## config.mk

```make
export PLATFORM = sky130hd
export DESIGN_NAME = game_control
export DESIGN_NICKNAME = d
export VERILOG_FILES = /design/src/rtl/pong_pkg.sv /design/src/rtl/delay_timer.sv /design/src/rtl/game_control.sv
export SDC_FILE = /design/constraint.sdc
export NUM_CORES = 1
export LEC_CHECK = 0
export CORE_MARGIN = 1.5
export CORE_UTILIZATION = 60
export CTS_BUF_LIST = sky130_fd_sc_hd__clkbuf_8 sky130_fd_sc_hd__clkbuf_16
export DETAILED_ROUTE_END_ITERATION = 10
export PLACE_DENSITY = 0.86
export SYNTH_ARGS = -nofsm -noshare
export SYNTH_HDL_FRONTEND = slang
export SYNTH_SLANG_ARGS = --single-unit
```

## constraint.sdc

```tcl
create_clock -name clk -period 5.05 [get_ports clk]
set_input_delay 0.505 -clock clk [delete_from_list [all_inputs] [get_ports clk]]
set_output_delay 0.505 -clock clk [all_outputs]
set_load 0.02 [all_outputs]
```

## src/rtl/pong_pkg.sv

```systemverilog
// Shared Pong definitions: match FSM encoding, playfield geometry and score width.
// Every stage of the game pipeline imports this package.
package pong_pkg;

  typedef enum logic [2:0] {
    ST_IDLE  = 3'd0,
    ST_SERVE = 3'd1,
    ST_PLAY  = 3'd2,
    ST_GOAL  = 3'd3,
    ST_OVER  = 3'd4
  } state_t;

  localparam int X_W     = 7;   // columns 0..127
  localparam int Y_W     = 6;   // rows 0..63
  localparam int SCORE_W = 4;

  localparam logic [X_W-1:0] CENTRE_X = 7'd64;
  localparam logic [Y_W-1:0] CENTRE_Y = 6'd32;

  // Goal classification of a ball row; the top goal wins if the rows overlap.
  // Bit 0: goal for player 1 (top row reached), bit 1: goal for player 2.
  function automatic logic [1:0] goal_side(input logic [Y_W-1:0] y,
                                           input logic [Y_W-1:0] top_y,
                                           input logic [Y_W-1:0] bot_y);
    logic [1:0] r;
    r = 2'b00;
    if (y <= top_y)      r = 2'b01;
    else if (y >= bot_y) r = 2'b10;
    return r;
  endfunction

endpackage

```

## src/rtl/delay_timer.sv

```systemverilog
// Load/count-down timer: after a load, done is high on the CYCLES-th enabled
// clock, and the counter reaches zero on that same edge.
module delay_timer #(
  parameter  int CYCLES = 1,
  localparam int W      = $clog2(CYCLES + 1)
) (
  input  logic clk,
  input  logic rst,
  input  logic load,
  input  logic en,
  output logic done
);

  logic [W-1:0] r_cnt;

  always_ff @(posedge clk) begin
    if (rst)                     r_cnt <= '0;
    else if (load)               r_cnt <= W'(CYCLES);
    else if (en && r_cnt != '0)  r_cnt <= r_cnt - 1'b1;
  end

  assign done = en && (r_cnt == W'(1));

endmodule

```

## src/rtl/game_control.sv

```systemverilog
// Pong match controller: goal detection from the ball row, scoring, serve delay
// and winner declaration. ball_rst is ORed with system reset for the ball stage.
module game_control
  import pong_pkg::*;
#(
  parameter int CLK_HZ     = 10_000_000,
  parameter int SERVE_MS   = 1000,
  parameter int WIN_SCORE  = 7,
  parameter int TOP_GOAL_Y = 0,
  parameter int BOT_GOAL_Y = 63
) (
  input  logic               clk,
  input  logic               rst,
  input  logic               start,
  input  logic [Y_W-1:0]     ballY,
  output logic               ball_rst,
  output logic [SCORE_W-1:0] score1,
  output logic [SCORE_W-1:0] score2,
  output logic               goal_pulse,
  output logic               game_over,
  output logic               winner,
  output logic [2:0]         state
);

  localparam int                 SERVE_CYC = CLK_HZ / 1000 * SERVE_MS;
  localparam logic [Y_W-1:0]     TOP_Y     = Y_W'(TOP_GOAL_Y);
  localparam logic [Y_W-1:0]     BOT_Y     = Y_W'(BOT_GOAL_Y);
  localparam logic [SCORE_W-1:0] WIN       = SCORE_W'(WIN_SCORE);

  state_t             r_state;
  logic               r_ball_rst;
  logic [SCORE_W-1:0] r_score1;
  logic [SCORE_W-1:0] r_score2;
  logic               r_goal_pulse;
  logic               r_game_over;
  logic               r_winner;
  logic               r_scorer;   // who scored the goal being processed

  logic [1:0] w_goal;
  logic       w_win;
  logic       w_start_ok;
  logic       w_tmr_load;
  logic       w_tmr_en;
  logic       w_tmr_done;

  assign w_goal     = goal_side(ballY, TOP_Y, BOT_Y);
  // Scores were already bumped on entry to GOAL, so this sees the new count.
  assign w_win      = r_scorer ? (r_score2 == WIN) : (r_score1 == WIN);
  assign w_start_ok = start && (r_state == ST_IDLE || r_state == ST_OVER);
  assign w_tmr_load = w_start_ok || (r_state == ST_GOAL && !w_win);
  assign w_tmr_en   = (r_state == ST_SERVE);

  delay_timer #(.CYCLES(SERVE_CYC)) u_serve_tmr (
    .clk  (clk),
    .rst  (rst),
    .load (w_tmr_load),
    .en   (w_tmr_en),
    .done (w_tmr_done)
  );

  always_ff @(posedge clk) begin
    if (rst) begin
      r_state      <= ST_IDLE;
      r_ball_rst   <= 1'b1;
      r_score1     <= '0;
      r_score2     <= '0;
      r_goal_pulse <= 1'b0;
      r_game_over  <= 1'b0;
      r_winner     <= 1'b0;
      r_scorer     <= 1'b0;
    end else begin
      r_goal_pulse <= 1'b0;
      case (r_state)
        ST_IDLE: begin
          r_ball_rst <= 1'b1;
          if (start) begin
            r_score1 <= '0;
            r_score2 <= '0;
            r_state  <= ST_SERVE;
          end
        end
        ST_SERVE: begin
          if (w_tmr_done) begin
            r_state    <= ST_PLAY;
            r_ball_rst <= 1'b0;
          end
        end
        ST_PLAY: begin
          if (w_goal[0]) begin
            r_score1     <= r_score1 + 1'b1;
            r_scorer     <= 1'b0;
            r_state      <= ST_GOAL;
            r_goal_pulse <= 1'b1;
            r_ball_rst   <= 1'b1;
          end else if (w_goal[1]) begin
            r_score2     <= r_score2 + 1'b1;
            r_scorer     <= 1'b1;
            r_state      <= ST_GOAL;
            r_goal_pulse <= 1'b1;
            r_ball_rst   <= 1'b1;
          end
        end
        ST_GOAL: begin
          if (w_win) begin
            r_state     <= ST_OVER;
            r_game_over <= 1'b1;
            r_winner    <= r_scorer;
          end else begin
            r_state <= ST_SERVE;
          end
        end
        ST_OVER: begin
          if (start) begin
            r_score1    <= '0;
            r_score2    <= '0;
            r_game_over <= 1'b0;
            r_winner    <= 1'b0;
            r_state     <= ST_SERVE;
          end
        end
        default: begin
          r_state    <= ST_IDLE;
          r_ball_rst <= 1'b1;
        end
      endcase
    end
  end

  assign ball_rst   = r_ball_rst;
  assign score1     = r_score1;
  assign score2     = r_score2;
  assign goal_pulse = r_goal_pulse;
  assign game_over  = r_game_over;
  assign winner     = r_winner;
  assign state      = r_state;

endmodule

```

======== After elaboration in Yosys (flattened, before gate mapping) ========
Index checks and enable logic that the tools add are counted.
word-level totals
  register bits ........................... 40
  logic and storage cells ................. 84
  output and inout bits ................... 15
  input bits .............................. 9
cells by class
  bitwise gates (word level) .............. 2
  reduce and logical (&&, ||, !) cells .... 23
  eq/ne operators ......................... 15
  order comparisons ....................... 2
  $add $sub $neg .......................... 3
  multiplexer cells ....................... 29
operators with widths
  operator                                                               number
  24-bit two-way mux                                                     2
  24-bit by 1-bit == test with 1-bit output, second input constant       1
  24-bit nonzero test                                                    1
  24-bit by 1-bit subtractor with 24-bit output, second input constant   1
  4-bit two-way mux                                                      4
  4-bit case mux with 2 select lines                                     2
  3-bit two-way mux                                                      5
  2-bit inequality test, second input constant                           6
  3-bit case mux with 4 select lines                                     1
  3-bit AND reduction                                                    4
  1-bit two-way mux                                                      10
  4-bit by 1-bit adder with 4-bit output, second input constant          2
  4-bit by 3-bit == test with 1-bit output, second input constant        2
  2-bit nonzero test                                                     4
  2-bit OR reduction                                                     4
  3-bit by 2-bit == test with 1-bit output, second input constant        2
  6-bit >= comparator, second input constant                             1
  6-bit by 1-bit <= comparator with 1-bit output, second input constant  1
  1-bit logical AND                                                      4
  2-bit two-way mux                                                      2
  1-bit case mux with 2 select lines                                     2
  4-bit AND reduction                                                    1
  3-bit by 1-bit == test with 1-bit output, second input constant        1
  3-bit == test, second input constant                                   1
  8 further kinds                                                        10

======== Logic depth before layout (Yosys ltp) ========
  depth after elaboration ................. 6
  mapped depth ............................ 8
  mapped depth without buffers ............ 7

======== Modules after synthesis ========
A second synthesis with hierarchy kept.
unflattened totals
  cells, all modules ...................... 244
  area total of the unflattened synthesis .. 2148.3 µm²
modules (own cells, without submodules)
  module        area an instance (µm²)  seq. area each (µm²)  cells each  instances
  delay_timer   1306.3                  480.5                 149         1
  game_control  842.1                   320.3                 95          1

======== Worst setup path before layout ========
Ideal clock, no wire load.
  kind .................................... register to register
  start point ............................. register r_state[0] (netlist: state[0])
  end point ............................... register u_serve_tmr.r_cnt[18]
  setup time .............................. 70 ps
  cell stages (with the launch flop) ...... 7
  setup slack ............................. 2992 ps
  path buffers ............................ 1
  clock period less this slack ............ 2058 ps
  data arrival time ....................... 1989 ps
  required time ........................... 4980 ps
  cell sequence ........................... dfxtp_1 buf_4 nor3b_4 nand2_2 or4_1 or3_1 a21oi_1
on the way
  longest elaborated chain between the ends .. 5
  elaborated cells on any way between the ends .. 10
  classes of those cells .................. eq/ne: 3; reduce/logical: 7
RTL lines
  element                                                  RTL line            RTL
  start: declaration                                       game_control.sv:30  state_t r_state;
  start signal: assignment                                 game_control.sv:63  r_state <= ST_IDLE;
  start signal: assignment                                 game_control.sv:79  r_state <= ST_SERVE;
  start signal: assignment                                 game_control.sv:84  r_state <= ST_PLAY;
  3-bit == test / 3-bit zero test (equally long branches)  game_control.sv:49  assign w_start_ok = start && (r_state == ST_IDLE || r_state == ST_OVER);
  1-bit logical OR                                         game_control.sv:49
  1-bit logical AND                                        game_control.sv:49
  1-bit logical OR                                         game_control.sv:50  assign w_tmr_load = w_start_ok || (r_state == ST_GOAL && !w_win);
  2-bit OR reduction (no source line)                      n/a
  end signal: assignment                                   delay_timer.sv:18   else if (load) r_cnt <= W'(CYCLES);
  end signal: assignment                                   delay_timer.sv:19   else if (en && r_cnt != '0) r_cnt <= r_cnt - 1'b1;
  end: declaration                                         delay_timer.sv:14   logic [W-1:0] r_cnt;
Parallel ways exist; a longest one is shown, timed or not.
A chain may end at the register's enable or synchronous reset.

======== Worst setup path after layout ========
  start point ............................. register u_serve_tmr.r_cnt[19]
  end point ............................... register u_serve_tmr.r_cnt[19]
on the way
  longest elaborated chain between the ends .. 3
  elaborated cells on any way between the ends .. 6
  classes of those cells .................. add/sub: 1; mux: 2; reduce/logical: 3
RTL lines
  element                                                                                      RTL line
  24-bit by 1-bit subtractor with 24-bit output / 24-bit nonzero test (equally long branches)  delay_timer.sv:19
  24-bit two-way mux / 1-bit logical AND (equally long branches)                               delay_timer.sv:19
  24-bit two-way mux / 2-bit nonzero test (equally long branches)                              n/a
Parallel ways exist; a longest one is shown, timed or not. The select of a mux whose other input is x is not followed.

==> impl_metrics.env <==
export IMPL_die_x_um=62.7
export IMPL_portBuffers=23
export IMPL_area_growth_pct=14.5
export IMPL_required_ns=5.24
export IMPL_vias=1909
export IMPL_insertion_delay_ns=0.29
export IMPL_slew_headroom_pct=31.1
export IMPL_finalWeightedCongestion=0.821
export IMPL_ys_warn_count=0
export IMPL_syn_nets=262
export IMPL_final_period_utilization_pct=52.3
export IMPL_finalSetupTns_ns=0
export IMPL_grt_first_pass_wirelength_mm=8.16
export IMPL_rows=21
export IMPL_cts_resized=0
export IMPL_synth_area_leaders="dfxtp_1 (37%), a21oi_1 (5.4%), nor2_1 (3.7%)"
export IMPL_synth_largest_area_cell="dfxtp_1"
export IMPL_cts_hold_buf=0
export IMPL_syn_inst=248
export IMPL_grt_use_total_pct=26.1
export IMPL_cts_root_buffer="clkbuf_8"
export IMPL_start_kind="register"
export IMPL_cts_buffers=5
export IMPL_maxCapViolations=0
export IMPL_hold_path_class="register to register"
export IMPL_rsz0062_at_grt="no"
export IMPL_fp_dieH_um=62.7
export IMPL_preCtsSetupSlack_ns=2.28
export IMPL_synth_seq_cells=40
export IMPL_ios=24
export IMPL_drt_wirelength_per_cell_um=15.1
export IMPL_nNetsFinal=279
export IMPL_grt_max_degree=24
export IMPL_tightest_slew_ns=1.03
export IMPL_fin_skew_ns=0.00723
export IMPL_clk_pin_slew_ns=0.08
export IMPL_fill_cells=283
export IMPL_finalWorstSetupSlack_ns=2.41
export IMPL_drc_errors=0
export IMPL_layout_drive_gt1_share_pct=8.27
export IMPL_synth_seq_area_share_pct=37.5
export IMPL_final_min_clock_period_ns=2.64
export IMPL_multi_input_area_mm2=0.00124
export IMPL_synth_edf_count=0
export IMPL_synth_ff_type="dfxtp_1"
export IMPL_setup_violations_final=0
export IMPL_grt_pass1_vias=1735
export IMPL_synth_area_mm2=0.00214
export IMPL_ys_types=50
export IMPL_antenna_found_initial=0
export IMPL_diodes=0
export IMPL_fp_coreArea_mm2=0.00336
export IMPL_ant_nets=0
export IMPL_peakVddDrop_mv=0.230
export IMPL_place_hpwl_mm=3.33
export IMPL_power_density_cell_area_mw_per_mm2=312
export IMPL_p_leak_nw=0.816
export IMPL_cts_setup_buffers=0
export IMPL_path_max_fanout=21
export IMPL_viasPerCell=6.12
export IMPL_cts_tree="done"
export IMPL_end_kind="register"
export IMPL_fmax_mhz=379
export IMPL_drt_wl_total_mm=4.70
export IMPL_arrival_ns=2.83
export IMPL_drt_pass1_iter_count=4
export IMPL_async_flop_share_pct=0
export IMPL_cts_sinks=40
export IMPL_yosysTopAreaCellShare_pct=37.5
export IMPL_status="finished, final reports clean"
export IMPL_htreeDepth=2
export IMPL_syn_avg_cell_area_um2=8.61
export IMPL_die_area_mm2=0.00393
export IMPL_final_util_pct=72.7
export IMPL_worstSetupPathType="register to register"
export IMPL_drtIter0Drc=98
export IMPL_seq_area_um2=801
export IMPL_clockBufferDepth=2
export IMPL_grt_overflow=0
export IMPL_hold_viol=0
export IMPL_start_util_pct=63.5
export IMPL_maxSlewViolCount=0
export IMPL_regToRegSetupSlack_ns=2.41
path summary, 6_finish.rpt:
check	from	endpoint	depth (start not counted)
max	u_serve_tmr.r_cnt[19]	u_serve_tmr.r_cnt[19]	5
min	winner	winner	2
max reg2reg	u_serve_tmr.r_cnt[19]	u_serve_tmr.r_cnt[19]	5
min reg2reg	winner	winner	2
state kept, by name (all words and copies together), names as in the netlist:
register and cells:
game_over 1, winner 1, goal_pulse 1, r_scorer 1, u_serve_tmr.r_cnt 24, state 3
score2 4, score1 4, ball_rst 1
cells by family (layout without fill, tap and decap cells):
family	count (synthesis)	in the layout	share of synthesized area (%)
flip-flops	40	40	37.5
XOR/XNOR	7	7	2.87
multiplexers	4	4	1.93
buffers and inverters	19	37	4.33
adder cells (fa/ha/maj)	5	5	2.93
AO/OA/AOI/OAI	58	58	16.9
AND/OR/NAND/NOR	115	115	33.5
routing by layer:
layer,track usage [%],wire (µm),vias to the layer above
met4,10.3,86,0
met5,0,0,-
li1,-,-,974
met1,37.3,2340,878
met3,7.57,299,7
met2,37.0,1970,50
layout by cell type (no fill, tap or decap), types with 2 or more instances in the layout:
master	synthesis	final
clkinv_2	0	2
o211ai_1	5	5
nand2_1	7	7
a21oi_1	23	23
nand3b_1	3	3
o21ai_0	7	7
nand4_1	4	4
clkbuf_8	0	6
or3_1	11	11
mux2i_1	3	3
or4_2	2	2
nor3b_1	2	2
a211oi_1	3	3
a31oi_1	4	4
or4_1	10	10
o31ai_1	9	9
nor4_1	7	7
nand3_1	5	5
nor2b_1	3	3
nor3_1	12	12
inv_1	6	6
and2_1	3	3
dfxtp_1	40	40
ha_1	5	5
clkdlybuf4s50_1	0	23
and4_1	5	5
nor2_1	21	21
nand2b_1	3	3
a311oi_1	3	3
nand4b_1	3	3
or2_2	3	3
xor2_1	6	6
synth_stat cells, drive strengths merged, types with 6 or more instances:
master / n
buf: 8
o21ai: 8
nor2: 21
inv: 6
o31ai: 9
or4: 12
a21oi: 23
or3: 12
dfxtp: 40
nor4: 8
nand2: 8
nor3: 13
xor2: 6
layout make-up:
cell class	count	area share, %
tap	46	2.35
clock buffer	6	3.38
timing repair buffer	23	9.41
sequential	40	32.7
clock inverter	2	0.409
multi-input combinational	189	50.8
inverter	6	0.921
through the flow:
stage	power (mW)	instances	hold slack, ns	area [µm²]
final	0.762	312	0.480	2450
after global routing	0.805	312	0.510	2450
after CTS	0.765	312	0.483	2450
after detailed placement	0.545	304	0.472	2350
after global placement	0.543	304	0.450	2350
after floorplan	0.511	248	0.452	2140
power breakdown:
| group | switching, mW | internal (mW) |
|---|---|---|
| sequential | 0.0241 | 0.335 |
| clock | 0.111 | 0.109 |
| combinational | 0.109 | 0.0745 |
| total | 0.244 | 0.519 |
worst max-delay path, stage by stage (launching register included):
cell and delay [ns]:
dfxtp_1 0.34, nor4_1 0.54, nand4_2 0.34, nor2_1 0.88, nor3_1 0.11, a311oi_1 0.32
(Power assumes the default switching activity.)
